File: src/rtl/usart_rx.sv
// rtl/usart_rx.sv - 8N1 asynchronous serial receiver with one-byte holding register
// Bit timing comes from the run-time clocks_per_bit divisor, latched at each start edge.
module usart_rx (
    input  logic        serial_clock,
    input  logic        reset_n,
    input  logic [11:0] clocks_per_bit,
    input  logic        rx_pin,
    input  logic        read_in,
    output logic [7:0]  data_out,
    output logic        data_valid,
    output logic        framing_error,
    output logic        overrun_error,
    output logic        busy
);

    typedef enum logic [2:0] {
        IDLE,
        START,
        DATA,
        STOP,
        WAIT_IDLE
    } state_t;

    state_t      state, state_nx;
    logic        sync_meta, rx_sync;
    logic [11:0] period, period_nx;
    logic [11:0] count, count_nx;
    logic [2:0]  bit_idx, bit_idx_nx;
    logic [7:0]  shift, shift_nx;
    logic [11:0] p_eff;
    logic        commit;
    logic        set_fe;

    // Divisors below 2 would leave no room for a mid-bit sample point.
    assign p_eff = (clocks_per_bit < 12'd2) ? 12'd2 : clocks_per_bit;
    assign busy  = (state != IDLE);

    always_ff @(posedge serial_clock or negedge reset_n) begin
        if (!reset_n) begin
            sync_meta <= 1'b1;
            rx_sync   <= 1'b1;
        end else begin
            sync_meta <= rx_pin;
            rx_sync   <= sync_meta;
        end
    end

    always_ff @(posedge serial_clock or negedge reset_n) begin
        if (!reset_n) begin
            state   <= IDLE;
            period  <= 12'd2;
            count   <= 12'd0;
            bit_idx <= 3'd0;
            shift   <= 8'h00;
        end else begin
            state   <= state_nx;
            period  <= period_nx;
            count   <= count_nx;
            bit_idx <= bit_idx_nx;
            shift   <= shift_nx;
        end
    end

    always_comb begin
        state_nx   = state;
        period_nx  = period;
        count_nx   = count;
        bit_idx_nx = bit_idx;
        shift_nx   = shift;
        commit     = 1'b0;
        set_fe     = 1'b0;
        case (state)
            IDLE: begin
                if (!rx_sync) begin
                    period_nx = p_eff;
                    count_nx  = (p_eff >> 1) - 12'd1;
                    state_nx  = START;
                end
            end
            START: begin
                if (count == 12'd0) begin
                    if (rx_sync) begin
                        state_nx = IDLE;
                    end else begin
                        state_nx   = DATA;
                        count_nx   = period - 12'd1;
                        bit_idx_nx = 3'd0;
                    end
                end else begin
                    count_nx = count - 12'd1;
                end
            end
            DATA: begin
                if (count == 12'd0) begin
                    shift_nx = {rx_sync, shift[7:1]};
                    count_nx = period - 12'd1;
                    if (bit_idx == 3'd7) begin
                        state_nx = STOP;
                    end else begin
                        bit_idx_nx = bit_idx + 3'd1;
                    end
                end else begin
                    count_nx = count - 12'd1;
                end
            end
            STOP: begin
                if (count == 12'd0) begin
                    if (rx_sync) begin
                        commit   = 1'b1;
                        state_nx = IDLE;
                    end else begin
                        set_fe   = 1'b1;
                        state_nx = WAIT_IDLE;
                    end
                end else begin
                    count_nx = count - 12'd1;
                end
            end
            WAIT_IDLE: begin
                // A held-low line (break) reports only one framing error.
                if (rx_sync) begin
                    state_nx = IDLE;
                end
            end
            default: begin
                state_nx = IDLE;
            end
        endcase
    end

    always_ff @(posedge serial_clock or negedge reset_n) begin
        if (!reset_n) begin
            data_out      <= 8'h00;
            data_valid    <= 1'b0;
            framing_error <= 1'b0;
            overrun_error <= 1'b0;
        end else begin
            if (commit) begin
                data_out   <= shift;
                data_valid <= 1'b1;
            end else if (read_in) begin
                data_valid <= 1'b0;
            end

            if (commit && data_valid && !read_in) begin
                overrun_error <= 1'b1;
            end else if (read_in) begin
                overrun_error <= 1'b0;
            end

            if (set_fe) begin
                framing_error <= 1'b1;
            end else if (read_in) begin
                framing_error <= 1'b0;
            end
        end
    end

endmodule

File: config.mk
export PLATFORM = sky130hd
export DESIGN_NAME = usart_rx
export DESIGN_NICKNAME = d
export VERILOG_FILES = /design/src/rtl/usart_rx.sv
export SDC_FILE = /design/constraint.sdc
export NUM_CORES = 1
export LEC_CHECK = 0
export ABC_AREA = 1
export BUFFER_PORTS_ARGS = -buffer_cell sky130_fd_sc_hd__clkbuf_2
export CAP_MARGIN = 30
export CORE_MARGIN = 3
export CORE_UTILIZATION = 41
export DETAILED_ROUTE_END_ITERATION = 12
export PLACE_DENSITY = 0.69
export SLEW_MARGIN = 15
export SYNTH_ARGS = -nofsm -noshare
export SYNTH_HDL_FRONTEND = slang
export SYNTH_SLANG_ARGS = --single-unit
File: constraint.sdc
create_clock -name serial_clock -period 2.35 [get_ports serial_clock]
set_input_delay 0.235 -clock serial_clock [delete_from_list [all_inputs] [get_ports serial_clock]]
set_output_delay 0.235 -clock serial_clock [all_outputs]
set_load 0.01 [all_outputs]
==> results_dict.tcl, run 1 <==
set metrics [dict create \
    power.density_nw_per_um2 1046 \
    met3_length_um 376 \
    dp_hpwl_mm 6.033 \
    row_count 31 \
    cap_violations 0 \
    synthSimpleGateAreaFrac_pct 35.00 \
    port_buffers 27 \
    ios 28 \
    report.final.slew_viol_count 0 \
    fill_cells 736 \
    async_reset_ff_share_pct 100.0 \
    critical_path_class "reg2reg" \
    die_x_um 94.63 \
    detail_route.wirelength_mm 7.979 \
    ys_ff_latch 51 \
    drc 0 \
    crit_arrival_ps 2160 \
    cts_max_level 2 \
    clockBufferDepth 2 \
    synth_edf_count 0 \
    syn-instance-count 455 \
    worst_slew_pin_slew_ps 726.5 \
    first_pass_iters 4 \
    p_leak_nw 1.811 \
    grt_pass1_wl_mm 13.17 \
    status "complete, no violations" \
    period_needed_ps 1946 \
    viasPerCell 5.154 \
    ctsRootBufferMaster "clkbuf_8" \
    syn_area_um2 3221 \
    worstPathRequired_ps 2560 \
    top_layer "met4" \
    clk_pin_slew_worst_paths_ps 110 \
    cts-resized-gates 0 \
    synth-compound-area-share_pct 12.04 \
    wl_met1_mm 3.640 \
    coreArea_um2 7447 \
    clock_latency_ps 320 \
    cts.sinks 51 \
    grt_max_degree 30 \
    dieArea_um2 8955 \
    gp_congestion 0.9458 \
    yosys_warnings 0 \
    numCtsBuffers 5 \
    track_usage_pct 18.77 \
    syn_nets 477 \
    cts_tree "done" \
    final_nets 514 \
    vdd_drop_max_mv 0.3706 \
    skew_ps 6.874 \
    muxShareOfSynthArea_pct 0 \
    setup_ws_ps 403.7 \
    syn_avg_cell_area_um2 7.078 \
    drt_iter0_drc 221 \
    hold_viol 0 \
    synth_xor_area_share_pct 1.632 \
    hp-class "in2reg" \
    grt_pass1_vias 2892 \
    antenna_found_initial 0 \
    syn_to_final_growth_pct 11.66 \
    postRouteAntennaNets 0 \
    via_count 3051 \
    ys_types 35 \
    rsz0062_at_grt "false" \
    start_util_pct 43.25 \
    slew_headroom_pct 51.56 \
    period_share_pct 82.82 \
    synth_top_flop_cell "dfrtp_1" \
    end_kind "flip-flop" \
    tns_ps 0 \
    post-place-ws_ps 317.5 \
    max_clock_freq_mhz 513.8 \
    ys_seq_area_share_pct 39.74 \
    start_kind "flip-flop" \
    cp_max_fo 8 \
    yosys.area_share.adder_pct 2.331 \
    insertedDiodeCount 0 \
    overflow 0 \
    wl_per_cell_um 13.48 \
    drive_gt1_share_pct 15.82 \
    setup_viol 0 \
    wl_met2_mm 3.791 \
    synth_top_family_by_area "simple AND/OR/NAND/NOR gates" \
    dieHeight_um 94.63 \
]
==> cell usage in the layout (no fill, tap or decap), drive strengths merged, types with 3 or more instances in the layout <==
cell and instances:
xor2 5, inv 68, nand4 5, ha 6, dfrtp 48, o21ai 54, dfstp 3, a21oi 8
nor2 60, nand3 50, nor3 5, nand2 128, buf 7, or2 3, clkbuf 32
==> area by class of cell <==
cell class / instances / area (um^2) / area share, %
clock inverter: 3 / 28.78 / 0.8003
sequential: 51 / 1280 / 35.60
multi-input combinational: 333 / 1643 / 45.69
clock buffer: 5 / 68.82 / 1.914
tap: 99 / 123.9 / 3.445
timing repair buffer: 36 / 207.7 / 5.776
inverter: 65 / 244.0 / 6.785
==> path summary, 6_finish.rpt <==
check                                   from   endpoint  slack (ps)  cells past startpoint
setup / recovery                    count[0]   count[3]         400                      9
hold / removal             clocks_per_bit[6]  period[6]         180                      3
setup reg to reg                    count[0]   count[3]         400                      9
hold reg to reg                    sync_meta    rx_sync         370                      0
max in group asynchronous            reset_n  period[1]        1150                      3
min in group asynchronous            reset_n   count[1]         490                      2
==> critical path, cell delays in order, from the launching register on <==
cell and delay, ps:
dfrtp_1 410, inv_1 170, ha_1 230, nand4_1 120, nor2_2 370, nand3_1 190
nand3_1 110, nand2_1 50, o21ai_1 140, nand2_1 70
==> per-layer routing <==
layer | track usage (%) | vias to the layer above
li1 | - | 1523
met1 | 24.36 | 1414
met2 | 31.47 | 96
met3 | 3.665 | 18
met4 | 5.889 | 0
met5 | 0 | -
==> what timing repair did <==
action	4_1_cts	5_1_grt
hold buffers	2	0
hold endpoints to repair	28	0
buffers inserted	0	0
==> kinds of logic (layout without fill, tap and decap cells) <==
group,Yosys count,count (layout)
and+or+nand+nor,253,253
AOI/OAI and AO/OA,68,68
buffers and inverters,71,109
adders and majority gates,6,6
xor gates and xnor gates,6,6
DFF,51,51
==> synthesized netlist by cell type (2+ instances only) <==
cell       n  area, um^2
a21oi_1    8       40.04
nand2_1  123       461.7
nand3_2    3       30.03
or2_0      2       12.51
nor2_2     5       31.28
dfstp_2    3       78.83
o21ai_2    7       61.31
inv_1     58       217.7
xor2_1     5       43.79
buf_6      4       45.04
nor2_1    53       198.9
nor2_4     2       22.52
nand2_2    5       31.28
nand4_1    5       31.28
dfrtp_1   48        1201
ha_1       6       75.07
nor3_1     3       15.01
a22o_1     2       17.52
inv_2      7       26.28
o21ai_1    4       20.02
o21ai_0   43       215.2
nand3_1   46       230.2
==> where the power goes <==
part | internal, mW | total (mW) | switching, mW
Combinational | 0.605 | 1.87 | 1.26
Clock | 0.226 | 0.576 | 0.350
Sequential | 1.12 | 1.32 | 0.203
==> metrics by stage <==
stage | total power, mW | cells | util, % | hold slack (ps) | instance area [um^2]
floorplan | 2.683 | 455 | - | -60.59 | 3221
global placement | 3.119 | 582 | 46.71 | 325.0 | 3478
detailed placement | 3.163 | 582 | 46.71 | 326.3 | 3478
CTS | 3.749 | 592 | 48.29 | 171.1 | 3596
global route | 4.116 | 592 | 48.29 | 187.6 | 3596
finish | 3.763 | 592 | 48.29 | 175.0 | 3596
==> state kept, by name, summed over array words and instances, names as in the netlist <==
signal / flops
bit_idx: 3
count: 12
data_out: 8
data_valid: 1
framing_error: 1
overrun_error: 1
period: 12
rx_sync: 1
shift: 8
state: 3
sync_meta: 1
No activity file was read; power rests on OpenSTA's default activity.
==> inputs of run 2 (changes only) <==
Settings changed: ABC_AREA 1 to 0, PLACE_DENSITY 0.69 to 0.7.
Clock period 2.35 ns to 1.9 ns, I/O delays scaled along.
==> results_dict.tcl, run 2 <==
set metrics [dict create \
    post-place-ws_ps -584.3 \
    max_clock_freq_mhz 426.5 \
    vdd_drop_max_mv 0.5098 \
    cap_violations 0 \
    track_usage_pct 19.23 \
    grt_pass1_vias 2618 \
    critical_path_class "reg2reg" \
    status "complete, but fails checks" \
    hold_viol 37 \
    syn-instance-count 290 \
    violations "hold timing, setup timing" \
    seqCellArea_um2 1280 \
    synth_top_flop_cell "dfrtp_1" \
    worst_slew_pin_slew_ps 662.7 \
    syn_area_um2 2939 \
    drc 0 \
    start_kind "flip-flop" \
    setup_ws_ps -444.9 \
    syn_nets 312 \
    row_count 30 \
    antenna_found_initial 0 \
    r2r-start "count[1]" \
    dp_hpwl_mm 5.730 \
    ys_ff_latch 51 \
    grt_max_degree 52 \
    syn_avg_cell_area_um2 10.13 \
    holdWs_ps -30.79 \
    dieArea_um2 8220 \
    synth_edf_count 0 \
    gp_congestion 0.9206 \
    fin_util_pct 58.65 \
    ctsRootBufferMaster "clkbuf_8" \
    worstPathRequired_ps 2110 \
    yosys_warnings 0 \
    synth_top_area_cell "dfrtp_1" \
    period_needed_ps 2345 \
    period_share_pct 123.4 \
    ys_types 57 \
    synth.top_cells.by_area "dfrtp_1 41%, mux2_2 10%, xnor2_1 3.9%, o21ai_0 3.1%, nor2_1 2.8%" \
    drive_gt1_share_pct 45.34 \
    final_nets 407 \
    wl_per_cell_um 16.63 \
    netlist.area_leader.share_pct 40.87 \
    coreArea_um2 6869 \
    clk_pin_slew_worst_paths_ps 100 \
    ys_seq_area_share_pct 43.55 \
    cts_max_level 2 \
    final_common_cell "buf_4" \
    largest_registers "count x12, period x12" \
    synth_most_common_cell "dfrtp_1" \
    async_reset_ff_share_pct 100.0 \
    rsz0062_at_grt "true" \
    tns_ps -12280 \
    p_total_mw 3.112 \
    dieHeight_um 90.67 \
    report.final.slew_viol_count 0 \
    drt_iter0_drc 266 \
    grt_pass1_wl_mm 12.85 \
    final_cell_mix "59 x buf_4, 48 x dfrtp_1, 27 x clkbuf_2" \
    power.density_nw_per_um2 772.4 \
    multi_input_area_um2 1747 \
    overflow 0 \
    ios 28 \
    syn_to_final_growth_pct 37.08 \
    skew_ps 7.022 \
    viasPerCell 5.579 \
    hp-class "in2async" \
    crit_start "count[1]" \
    die_x_um 90.67 \
    p_leak_nw 1.776 \
    setup_viol 36 \
    postRouteAntennaNets 0 \
    cp_max_fo 9 \
    insertedDiodeCount 0 \
    fill_cells 549 \
    clock_latency_ps 310 \
    end_kind "flip-flop" \
    detail_route.wirelength_mm 8.018 \
    port_buffers 27 \
    clockBufferDepth 2 \
    numCtsBuffers 5 \
    cts_tree "done" \
    crit_arrival_ps 2550 \
    start_util_pct 42.79 \
    dp.cells 462 \
    via_count 2689 \
    final_cells 482 \
    slew_headroom_pct 55.82 \
    synthTopCellsByCount "48 x dfrtp_1, 27 x mux2_2, 22 x nor2_1" \
    cts.sinks 51 \
    first_pass_iters 4 \
]
==> run 2: cell types whose count changed in the layout (fill, tap and decap cells not counted), sizes merged, moves of 7 or more <==
cell / before / now
nand2: 128 / 16
buf: 7 / 72
inv: 68 / 12
nand3: 50 / 6
nor2: 60 / 22
o21ai: 54 / 19
mux2: 0 / 27
xnor2: 1 / 13
nor4: 0 / 11
nor3: 5 / 12
or3: 0 / 7
or4: 0 / 7
==> run 2: area by class of cell <==
cell class	instances	share of cell area, %
multi-input combinational	216	43.35
clock inverter	3	0.7143
sequential	51	31.77
timing repair buffer	100	18.45
clock buffer	5	1.708
inverter	11	1.025
tap	96	2.981
==> run 2: worst max-delay path, cell delays in order, from the launching register on <==
cell and delay [ps]:
dfrtp_1 410, inv_2 90, ha_4 110, or4b_4 490, or3_4 460, nor4_4 170
buf_6 180, mux2_2 340
==> run 2: cells by family (layout without fill, tap and decap cells) <==
kind of cell / Yosys count / in the layout / synth area share [%]
fa+ha+maj: 6 / 6 / 2.554
flops: 51 / 51 / 43.55
compound gates: 63 / 63 / 14.73
xor+xnor: 15 / 15 / 4.470
mux: 30 / 30 / 11.37
buf+inv: 24 / 119 / 3.321
simple gates: 101 / 102 / 20.01
==> run 2: report_power, final <==
part	switching [mW]	internal [mW]
Clock	0.412	0.274
Sequential	0.0914	1.22
Combinational	0.535	0.578
Total	1.04	2.07
==> run 2: worst paths after layout <==
check | to | cells past startpoint | slack (ps)
max | shift[3] | 7 | -440
min in group serial_clock | overrun_error | 2 | 100
max in group asynchronous | period[11] | 2 | 1480
max reg2reg | shift[3] | 7 | -440
min reg2reg | rx_sync | 0 | 360
min | bit_idx[2] | 2 | -30
==> run 2: through the flow <==
stage | instance area, um^2 | hold slack, ps
2_1_floorplan | 2975 | -105.6
3_3_place_gp | 3643 | 277.9
3_5_place_dp | 3643 | 282.5
4_1_cts | 3862 | 3.105
5_1_grt | 4029 | 24.66
6_report | 4029 | -30.79
==> run 2: layer usage <==
metal  global-route usage (%)  vias up  routed length [um]
met5                        0        -                   0
met4                    7.270        0                 195
met3                    1.917       17                 408
met2                    31.75       78                3979
met1                    26.06     1311                3434
li1                         -     1283                   -
==> run 2: timing repair <==
item / CTS / global route
pin swaps: 5 / 15
gates resized for setup: 13 / 35
setup buffers: 6 / 4
hold buffers: 1 / 0
hold endpoints to repair: 1 / 0
gates cloned: 1 / 0
endpoints found under the setup margin: 36 / 37
